### src/rtl/apb_pkg.sv
// rtl/apb_pkg.sv - shared types and constants for the APB master bridge
// Holds the bridge state enum and the default bus widths.
package apb_pkg;

    typedef enum logic [1:0] {
        IDLE   = 2'd0,
        SETUP  = 2'd1,
        ACCESS = 2'd2,
        RESP   = 2'd3
    } apb_state_t;

    localparam int APB_DATA_W  = 16;
    localparam int APB_PADDR_W = 10;
    localparam int APB_SEL_W   = 2;

endpackage

### src/rtl/apb_decoder.sv
// rtl/apb_decoder.sv - slave-select decoder for the APB master bridge
// Ports:
//   addr_sel  in   APB_SEL_W  upper request address bits (slave index)
//   sel       out  NSLV       one-hot slave select, all zero on decode error
//   dec_err   out  1          index does not name an existing slave
module apb_decoder
    import apb_pkg::*;
#(
    parameter int NSLV = 4
) (
    input  logic [APB_SEL_W-1:0] addr_sel,
    output logic [NSLV-1:0]      sel,
    output logic                 dec_err
);

    always_comb begin
        sel     = '0;
        dec_err = (32'(addr_sel) >= NSLV);
        for (int k = 0; k < NSLV; k++) begin
            sel[k] = (addr_sel == APB_SEL_W'(k));
        end
    end

endmodule

### src/rtl/apb_master_bridge.sv
// rtl/apb_master_bridge.sv - single-outstanding valid/ready to APB master bridge
// Optional feature macro: APB_TIMEOUT_EN (abort ACCESS after TIMEOUT_CYCLES waits).
// Ports:
//   pclk, preset         clock, asynchronous active-high reset
//   req_valid/req_ready  request handshake; ready only while idle
//   req_write, req_addr, req_wdata  request fields; req_addr[11:10] picks the slave
//   rsp_valid            one-cycle response pulse
//   rsp_rdata, rsp_err   response data / error flag, held until next response
//   paddr, psel, penable, pwrite, pwdata  APB master outputs (registered)
//   prdata_i, pready_i   packed per-slave read data and ready
module apb_master_bridge
    import apb_pkg::*;
#(
    parameter int NSLV           = 4,
    parameter int DATA_W         = APB_DATA_W,
    parameter int PADDR_W        = APB_PADDR_W,
    parameter int TIMEOUT_CYCLES = 16
) (
    input  logic                   pclk,
    input  logic                   preset,
    input  logic                   req_valid,
    output logic                   req_ready,
    input  logic                   req_write,
    input  logic [11:0]            req_addr,
    input  logic [DATA_W-1:0]      req_wdata,
    output logic                   rsp_valid,
    output logic [DATA_W-1:0]      rsp_rdata,
    output logic                   rsp_err,
    output logic [PADDR_W-1:0]     paddr,
    output logic [NSLV-1:0]        psel,
    output logic                   penable,
    output logic                   pwrite,
    output logic [DATA_W-1:0]      pwdata,
    input  logic [NSLV*DATA_W-1:0] prdata_i,
    input  logic [NSLV-1:0]        pready_i
);

    apb_state_t        state;
    logic [NSLV-1:0]   dec_sel;
    logic              dec_err;
    logic              sel_ready;
    logic [DATA_W-1:0] sel_rdata;

`ifdef APB_TIMEOUT_EN
    localparam int CNT_W = $clog2(TIMEOUT_CYCLES + 1);
    logic [CNT_W-1:0] wait_cnt;
`endif

    apb_decoder #(.NSLV(NSLV)) u_decoder (
        .addr_sel (req_addr[11:10]),
        .sel      (dec_sel),
        .dec_err  (dec_err)
    );

    assign req_ready = (state == IDLE);

    // psel stays one-hot through ACCESS, so it doubles as the mux select
    // for the addressed slave's ready and read data.
    always_comb begin
        sel_ready = 1'b0;
        sel_rdata = '0;
        for (int k = 0; k < NSLV; k++) begin
            if (psel[k]) begin
                sel_ready = pready_i[k];
                sel_rdata = prdata_i[k*DATA_W +: DATA_W];
            end
        end
    end

    always_ff @(posedge pclk or posedge preset) begin
        if (preset) begin
            state     <= IDLE;
            psel      <= '0;
            penable   <= 1'b0;
            pwrite    <= 1'b0;
            paddr     <= '0;
            pwdata    <= '0;
            rsp_valid <= 1'b0;
            rsp_rdata <= '0;
            rsp_err   <= 1'b0;
`ifdef APB_TIMEOUT_EN
            wait_cnt  <= '0;
`endif
        end else begin
            rsp_valid <= 1'b0;
            case (state)
                IDLE: begin
                    if (req_valid) begin
                        if (dec_err) begin
                            // Nothing reaches the bus; answer straight away.
                            rsp_valid <= 1'b1;
                            rsp_err   <= 1'b1;
                            rsp_rdata <= '0;
                            state     <= RESP;
                        end else begin
                            psel     <= dec_sel;
                            paddr    <= req_addr[PADDR_W-1:0];
                            pwrite   <= req_write;
                            pwdata   <= req_wdata;
`ifdef APB_TIMEOUT_EN
                            wait_cnt <= '0;
`endif
                            state    <= SETUP;
                        end
                    end
                end
                SETUP: begin
                    penable <= 1'b1;
                    state   <= ACCESS;
                end
                ACCESS: begin
                    if (sel_ready) begin
                        rsp_rdata <= pwrite ? '0 : sel_rdata;
                        rsp_err   <= 1'b0;
                        rsp_valid <= 1'b1;
                        psel      <= '0;
                        penable   <= 1'b0;
                        state     <= RESP;
                    end
`ifdef APB_TIMEOUT_EN
                    // This edge is the TIMEOUT_CYCLES-th wait; a late pready
                    // on the same edge already took the branch above.
                    else if (32'(wait_cnt) == TIMEOUT_CYCLES - 1) begin
                        rsp_rdata <= '0;
                        rsp_err   <= 1'b1;
                        rsp_valid <= 1'b1;
                        psel      <= '0;
                        penable   <= 1'b0;
                        state     <= RESP;
                    end else begin
                        wait_cnt <= wait_cnt + 1'b1;
                    end
`endif
                end
                RESP: begin
                    state <= IDLE;
                end
                default: state <= IDLE;
            endcase
        end
    end

endmodule

### config.mk
export PLATFORM = sky130hd
export DESIGN_NAME = apb_master_bridge
export DESIGN_NICKNAME = d
export VERILOG_FILES = /design/src/rtl/apb_pkg.sv /design/src/rtl/apb_decoder.sv /design/src/rtl/apb_master_bridge.sv
export SDC_FILE = /design/constraint.sdc
export NUM_CORES = 1
export LEC_CHECK = 0
export CAP_MARGIN = 20
export CORE_MARGIN = 5
export CORE_UTILIZATION = 40
export DETAILED_ROUTE_END_ITERATION = 7
export PLACE_DENSITY = 0.94
export SYNTH_ARGS = -nofsm -noshare
export SYNTH_HDL_FRONTEND = slang
export SYNTH_SLANG_ARGS = --single-unit
### constraint.sdc
create_clock -name pclk -period 3.79 [get_ports pclk]
set_input_delay 0.758 -clock pclk [delete_from_list [all_inputs] [get_ports pclk]]
set_output_delay 0.758 -clock pclk [all_outputs]
set_load 0.01 [all_outputs]
* After elaboration in Yosys (flattened, before gate mapping) *
Index checks and enable logic that the tools add are counted.

cells by class
  equality and inequality tests = 8
  multiplexer cells = 19
  reduce and logical (&&, ||, !) cells = 9

operators by type and width
  cell                number
  $mux 16             5
  $eq 2x2->1 const B  4
  $mux 4              2
  $pmux 2 s4          1
  $pmux 4 s2          1
  $reduce_and 2->1    4
  $mux 1              7
  $eq 2x1->1 const B  2
  $logic_not 2->1     2
  $mux 2              2
  $ne 2x2->1 const B  2
  $reduce_bool 2->1   2
  $reduce_and 3->1    1
  $pmux 1 s2          1

storage, ports and cells
  flip-flop bits (word level) = 51

* Depth between registers and ports, before layout *
Gate-level depths: netlist (run 1).

  depth in word-level cells = 6
  depth in mapped cells = 8
  gate-level depth less buffers = 6

* Hierarchy *
A second synthesis (run 1) with hierarchy kept.

unflattened totals
  cell total of the unflattened synthesis = 223
  area total of the unflattened synthesis = 2565.0 sq um

modules (own cells, without submodules)
  module             instances  cells an instance  area an instance (sq um)  seq. area each (sq um)
  apb_master_bridge  1          217                2527.4                    1301.2
  apb_decoder        1          6                  37.5                      0.0

* Least setup slack after synthesis (run 1) *
OpenSTA, ideal clock, no wires.

  kind = input port to flip-flop
  from = in pready_i[1]
  to = reg rsp_rdata[10]
  setup time = 0.121 ns
  data arrival time = 1.759 ns
  slack = 1.910 ns
  cell stages on the path = 5
  buffers on the path = 1
  cell sequence = a211o_1 o2111ai_4 nor2_4 buf_6 a22o_1

between the ends
  longest elaborated chain between the ends = 4

ends and longest elaborated chain
  element                            RTL line                  source
  from (decl)                        apb_master_bridge.sv:35   input logic [NSLV-1:0] pready_i
  $mux 1 (3 in a row)                apb_master_bridge.sv:63   if (psel[k]) begin
  $reduce_and 2->1 (no source line)  n/a
  to (signal assigned)               apb_master_bridge.sv:113  rsp_rdata <= pwrite ? '0 : sel_rdata;
  to (decl)                          apb_master_bridge.sv:27   output logic [DATA_W-1:0] rsp_rdata,

No other way between the ends.
A chain may end at the register's enable or synchronous reset.

* Final worst setup path (run 1) *
  from = reg psel[2]
  to = out psel[2]

RTL lines
  element                 RTL line                 source
  from (decl)             apb_master_bridge.sv:30  output logic [NSLV-1:0] psel,
  from (signal assigned)  apb_master_bridge.sv:96  psel <= dec_sel;

No word-level cell between the ends.

==> results of run 1 <==
cell usage after synthesis (all sizes together) (2+ instances only):
cell type and n:
a22o 17, nor2b 2, buf 9, o31ai 15, o22ai 2, ha 3
dfrtp 51, inv 8, a21oi 2, nand2 19, mux2 27, o21ai 5
clkbuf 8, nor2 18, a221oi 15
worst min path at each step:
stage	end	cells past startpoint	slack [ns]	startpoint
detailed placement	pwdata[3]	1	0.49	pwdata[3]
finish	paddr[6]	1	0.51	paddr[6]
global route	rsp_rdata[3]	1	0.52	rsp_rdata[3]
floorplan	state[0]	1	0.47	state[0]
CTS	pwdata[0]	1	0.51	pwdata[0]
global placement	paddr[8]	1	0.49	paddr[8]
power groups by stage:
stage	clock (uW)	sequential [uW]	combinational, uW
2_1_floorplan	0	554	10.1
3_3_place_gp	0	554	114
3_5_place_dp	0	554	116
4_1_cts	316	544	117
5_1_grt	344	544	125
6_report	307	544	118
registers in the layout (all words and copies together), names as in the netlist:
register / cells
paddr: 10
penable: 1
psel: 4
pwdata: 16
pwrite: 1
rsp_rdata: 16
rsp_valid: 1
state: 2
kinds of logic after synthesis:
| kind of cell | after synthesis |
|---|---|
| AND/OR/NAND/NOR | 44 |
| flip-flops | 51 |
| other | 1 |
| buffers and inverters | 26 |
| adder cells (fa/ha/maj) | 3 |
| multiplexers | 28 |
| AO/OA/AOI/OAI | 62 |
final cells by class:
class | instances | area (um2) | share of cell area [%]
timing repair buffer | 152 | 1530 | 37.4
sequential | 51 | 1280 | 31.3
multi-input combinational | 138 | 1060 | 26.0
tap | 75 | 93.8 | 2.30
clock buffer | 6 | 82.6 | 2.02
inverter | 9 | 33.8 | 0.828
clock inverter | 1 | 5.00 | 0.123
metrics by stage:
| step | util, % | setup WS, ns | instances | power [uW] | instance area [um2] |
|---|---|---|---|---|---|
| floorplan | - | 1.80 | 215 | 565 | 2470 |
| global placement | 66.7 | 1.23 | 424 | 669 | 3970 |
| detailed placement | 66.7 | 1.14 | 424 | 670 | 3970 |
| CTS | 68.2 | 1.19 | 431 | 976 | 4060 |
| global route | 68.5 | 1.11 | 432 | 1010 | 4080 |
| finish | 68.5 | 1.20 | 432 | 968 | 4080 |
layer usage:
layer | up-vias | routed length [um]
met5 | - | 0
met2 | 120 | 3780
li1 | 1074 | -
met3 | 6 | 847
met1 | 1115 | 2950
met4 | 0 | 80
==> impl_metrics.toml, run 1 <==
[die]
die_x_um = 88.5
dieArea_mm2 = 0.00784
start_util_pct = 41.4
core_mm2 = 0.00596
fp.dieH_um = 88.5
io_pins = 151
row_count = 28

[routing]
ant_nets = 0
wl_mm = 7.66
drt-initial-drc-count = 76
vias = 2315
routedWlPerCell_um = 17.7
drc_errors = 0
viasPerCell = 5.36
dr.pass1.iters = 4

[global_route]
use_met1_pct = 22.3
grt.overflow.total = 0
grtUsageTotal_pct = 19.1
grt_pass1_wl_mm = 11.5
grt_max_degree = 52
first_global_vias = 2365
grt-busiest-layer = "met2"
antenna_found_initial = 0
grtUsageMet3_pct = 6.89
grtUsageMet2_pct = 33.4

[placement]
dp_hpwl_mm = 5.89
numPortBuffers = 149
routabilityCongestion = 0.724

[outcome]
status = "finished clean"

[synth]
async_reset_ff_share_pct = 100
postSynthAreaPerCell_um2 = 11.5
netlist_instances = 215
yosys_warnings = 0
ys_seq_elements = 51
ys_seq_area_share_pct = 51.8
syn_nets = 318
synth_top_family_by_area = "compound AO/OA/AOI/OAI gates"
synthAdderAreaFrac_pct = 1.52
synth_area_mm2 = 0.00247
synth-simple-area-share_pct = 8.02
muxShareOfSynthArea_pct = 12.7
yosys-top-cells-area = "dfrtp_1 52%, mux2_2 12%, a22o_1 6.0%"
synth.top_cell.area_share_pct = 51.8
synth.distinct_cells = 33
synth-edff-count = 0
synth-compound-area-share_pct = 20.6
ys.flop_type = "dfrtp_1"
synth-xor-area-share_pct = 0
synth_largest_area_cell = "dfrtp_1"

[sta]
max-slew-margin-rel_pct = 44.7
worst_slew_pin_slew_ns = 0.828
setup-violations-final = 0
fin_worst_skew_ns = 0.00389
max_freq_ghz = 0.386
hold_viol_final = 0
hold-worst-slack_ns = 0.508
slew_viol_final = 0
period_share_pct = 68.4
rsz0062_at_grt = "false"
setup-tns-final_ns = 0
min_period_ns = 2.59

[cells_and_area]
mostFrequentLayoutCells = "149 x clkdlybuf4s50_1, 51 x dfrtp_1, 27 x mux2_2"
antenna_cells = 0
area_growth_pct = 65.4
fin_nets = 460
final_common_cell = "clkdlybuf4s50_1"
drive_gt1_share_pct = 11.5
fillCellCount = 454

[power]
vdd_drop_max_uv = 266
power_switching_share_pct = 19.6
comb_power_share_pct = 12.2
p_leak_uw = 0.00174
switchingPower_uw = 190
intPower_uw = 778
clock_power_share_pct = 31.7
powerDensity_mw_per_mm2 = 237
share_seq_of_total_power_pct = 56.2

[setup_path]
cp.depth = 1
path_buf_inv = 1
ff2ff_path_depth = 4
cp_max_fo = 20
cp_data_arrival_time_ns = 1.83
r2r_slack_ns = 1.34
crit_chain = "clkdlybuf4s50_1"
cp-start-kind = "flop"
r2r-start = "psel[2]"
cp.required_ns = 3.03
crit_family = "flip-flops"
critPathKind = "reg -> out"
crit_end = "psel[2]"
critPathLaunch = "psel[2]"
slowest_stage = "dfrtp_1"
endpoint_kind = "output pin"
slowest_delay_ns = 0.87
r2r-end = "rsp_rdata[14]"

[clocking]
cts_hold_buf = 0
cts.path.max_buffers = 2
postCtsSetupBuffers = 0
cts_tree = "yes"
cts_inserted_buffers = 5
cts_resized = 0
h-tree-depth = 2
clk_pin_slew_worst_paths_ns = 0.08
clock-sinks = 51
cts-root-buf = "clkbuf_8"
insertion_delay_ns = 0.29

[min_path]
min_path_type = "reg -> reg"

[run]
drv_cap = 0
Power figures use the tool's default switching activity.
==> inputs of run 2 (changes only) <==
- CORE_UTILIZATION: 40 -> 37
- PLACE_DENSITY: 0.94 -> 0.88
- clock period: 3.79 -> 2.7 ns (I/O delays scaled with it)
==> run 2 against run 1 <==
Combinational power rose by 38%. Worst setup slack got worse by 0.90 ns. Worst hold slack got worse by 0.087 ns. Non-clock buffer count rose by 4. Clock-buffer cell count did not move. Global-route usage fell by 1.0 points. Sequential cell count did not move. Final cell count rose by 1.6%. Clock power rose by 48%. Clock skew rose by 0.00069 ns. Sequential share of layout area fell by 0.24 points. Critical path type unchanged. Critical endpoint is now psel[1].
==> impl_metrics.toml, run 2 (synthesized netlist as in run 1, its figures left out) <==
[power]
power_switching_share_pct = 20.3
switchingPower_uw = 280
intPower_uw = 1100
clock_power_share_pct = 32.8
p_leak_uw = 0.00176
powerDensity_mw_per_mm2 = 335
comb_power_share_pct = 11.8
share_seq_of_total_power_pct = 55.3
vdd_drop_max_uv = 287

[clocking]
postCtsSetupBuffers = 0
cts.path.max_buffers = 2
clk_pin_slew_worst_paths_ns = 0.09
insertion_delay_ns = 0.30
cts_tree = "yes"
cts-root-buf = "clkbuf_8"
cts_hold_buf = 0
cts_resized = 0
clock-sinks = 51
h-tree-depth = 2
cts_inserted_buffers = 5

[sta]
finalWorstSetupSlack_ns = 0.295
min_period_ns = 2.40
hold_viol_final = 0
setup-tns-final_ns = 0
rsz0062_at_grt = "false"
worst_slew_pin_slew_ns = 0.803
period_share_pct = 89.1
setup-violations-final = 0
max-slew-margin-rel_pct = 46.5
fin_worst_skew_ns = 0.00458
slew_viol_final = 0
max_freq_ghz = 0.416

[cells_and_area]
fin_nets = 464
fillCellCount = 533
reg_top3 = "pwdata x16, rsp_rdata x16, paddr x10"
drive_gt1_share_pct = 12.7
area_growth_pct = 66.7
mostFrequentLayoutCells = "149 x clkdlybuf4s50_1, 51 x dfrtp_1, 27 x mux2_2"
postLayoutCoreUtil_pct = 64.0
antenna_cells = 0
final_common_cell = "clkdlybuf4s50_1"

[routing]
drt-initial-drc-count = 55
viasPerCell = 5.18
ant_nets = 0
routedWlPerCell_um = 17.5
dr.pass1.iters = 4
wl_mm = 7.67
drc_errors = 0
vias = 2272

[placement]
routabilityCongestion = 0.809
dp_hpwl_mm = 6.01
numPortBuffers = 149
dp_slack_ns = 0.573

[global_route]
grt.overflow.total = 0
grt_max_degree = 33
first_global_vias = 2417
grt_pass1_wl_mm = 12.4
antenna_found_initial = 0
grtUsageTotal_pct = 18.1

[setup_path]
cp.required_ns = 2.16
path_buf_inv = 1
critPathKind = "reg -> out"
crit_chain = "clkdlybuf4s50_1"
endpoint_kind = "output pin"
slowest_delay_ns = 0.87
cp-start-kind = "flop"
crit_family = "flip-flops"
cp_max_fo = 22
slowest_stage = "dfrtp_1"
cp_data_arrival_time_ns = 1.86

[die]
core_mm2 = 0.00642
dieArea_mm2 = 0.00840
io_pins = 151
fp.dieH_um = 91.6
start_util_pct = 38.4
die_x_um = 91.6
row_count = 29

[outcome]
status = "finished clean"

[run]
drv_cap = 0

[min_path]
min_path_type = "in -> async"
==> run 2: path summary, 6_finish.rpt <==
check	startpoint	to	slack, ns	cells past startpoint
max	psel[1]	psel[1]	0.30	1
min	preset	pwdata[11]	0.42	2
max reg2reg	psel[1]	rsp_rdata[4]	0.54	4
min reg2reg	pwdata[5]	pwdata[5]	0.51	1
max in group asynchronous	preset	state[1]	1.70	3
min in group pclk	pwdata[5]	pwdata[5]	0.51	1
==> run 2: cell type report <==
type / count / area, um2 / share of cell area, %
Sequential cell: 51 / 1280 / 31.1
Multi-Input combinational cell: 138 / 1060 / 25.8
Inverter: 9 / 33.8 / 0.822
Clock inverter: 2 / 16.3 / 0.396
Timing Repair Buffer: 156 / 1540 / 37.6
Clock buffer: 6 / 82.6 / 2.01
Tap cell: 77 / 96.3 / 2.34
==> run 2: metrics by stage <==
stage                     hold slack (ns)  power (uW)  std cells  instance area (um2)
after detailed placement            0.490         943        431                 4010
after global routing                0.437        1450        439                 4110
after global placement              0.482         942        431                 4010
after CTS                           0.411        1400        439                 4110
final                               0.421        1380        439                 4110
after floorplan                     0.470         793        215                 2470
==> run 2: power by group through the flow <==
stage	Combinational [uW]	Clock (uW)	Sequential (uW)
after CTS	165	472	763
after detailed placement	164	0	778
after global placement	163	0	778
final	163	453	763
after global routing	175	508	763
after floorplan	14.2	0	778
==> run 2: metal layers <==
metal	wire length [um]	global-route usage [%]	vias up
li1	-	-	1077
met1	3030	21.5	1097
met2	3800	31.5	93
met3	803	7.20	5
met4	38	3.02	0
met5	0	0	-
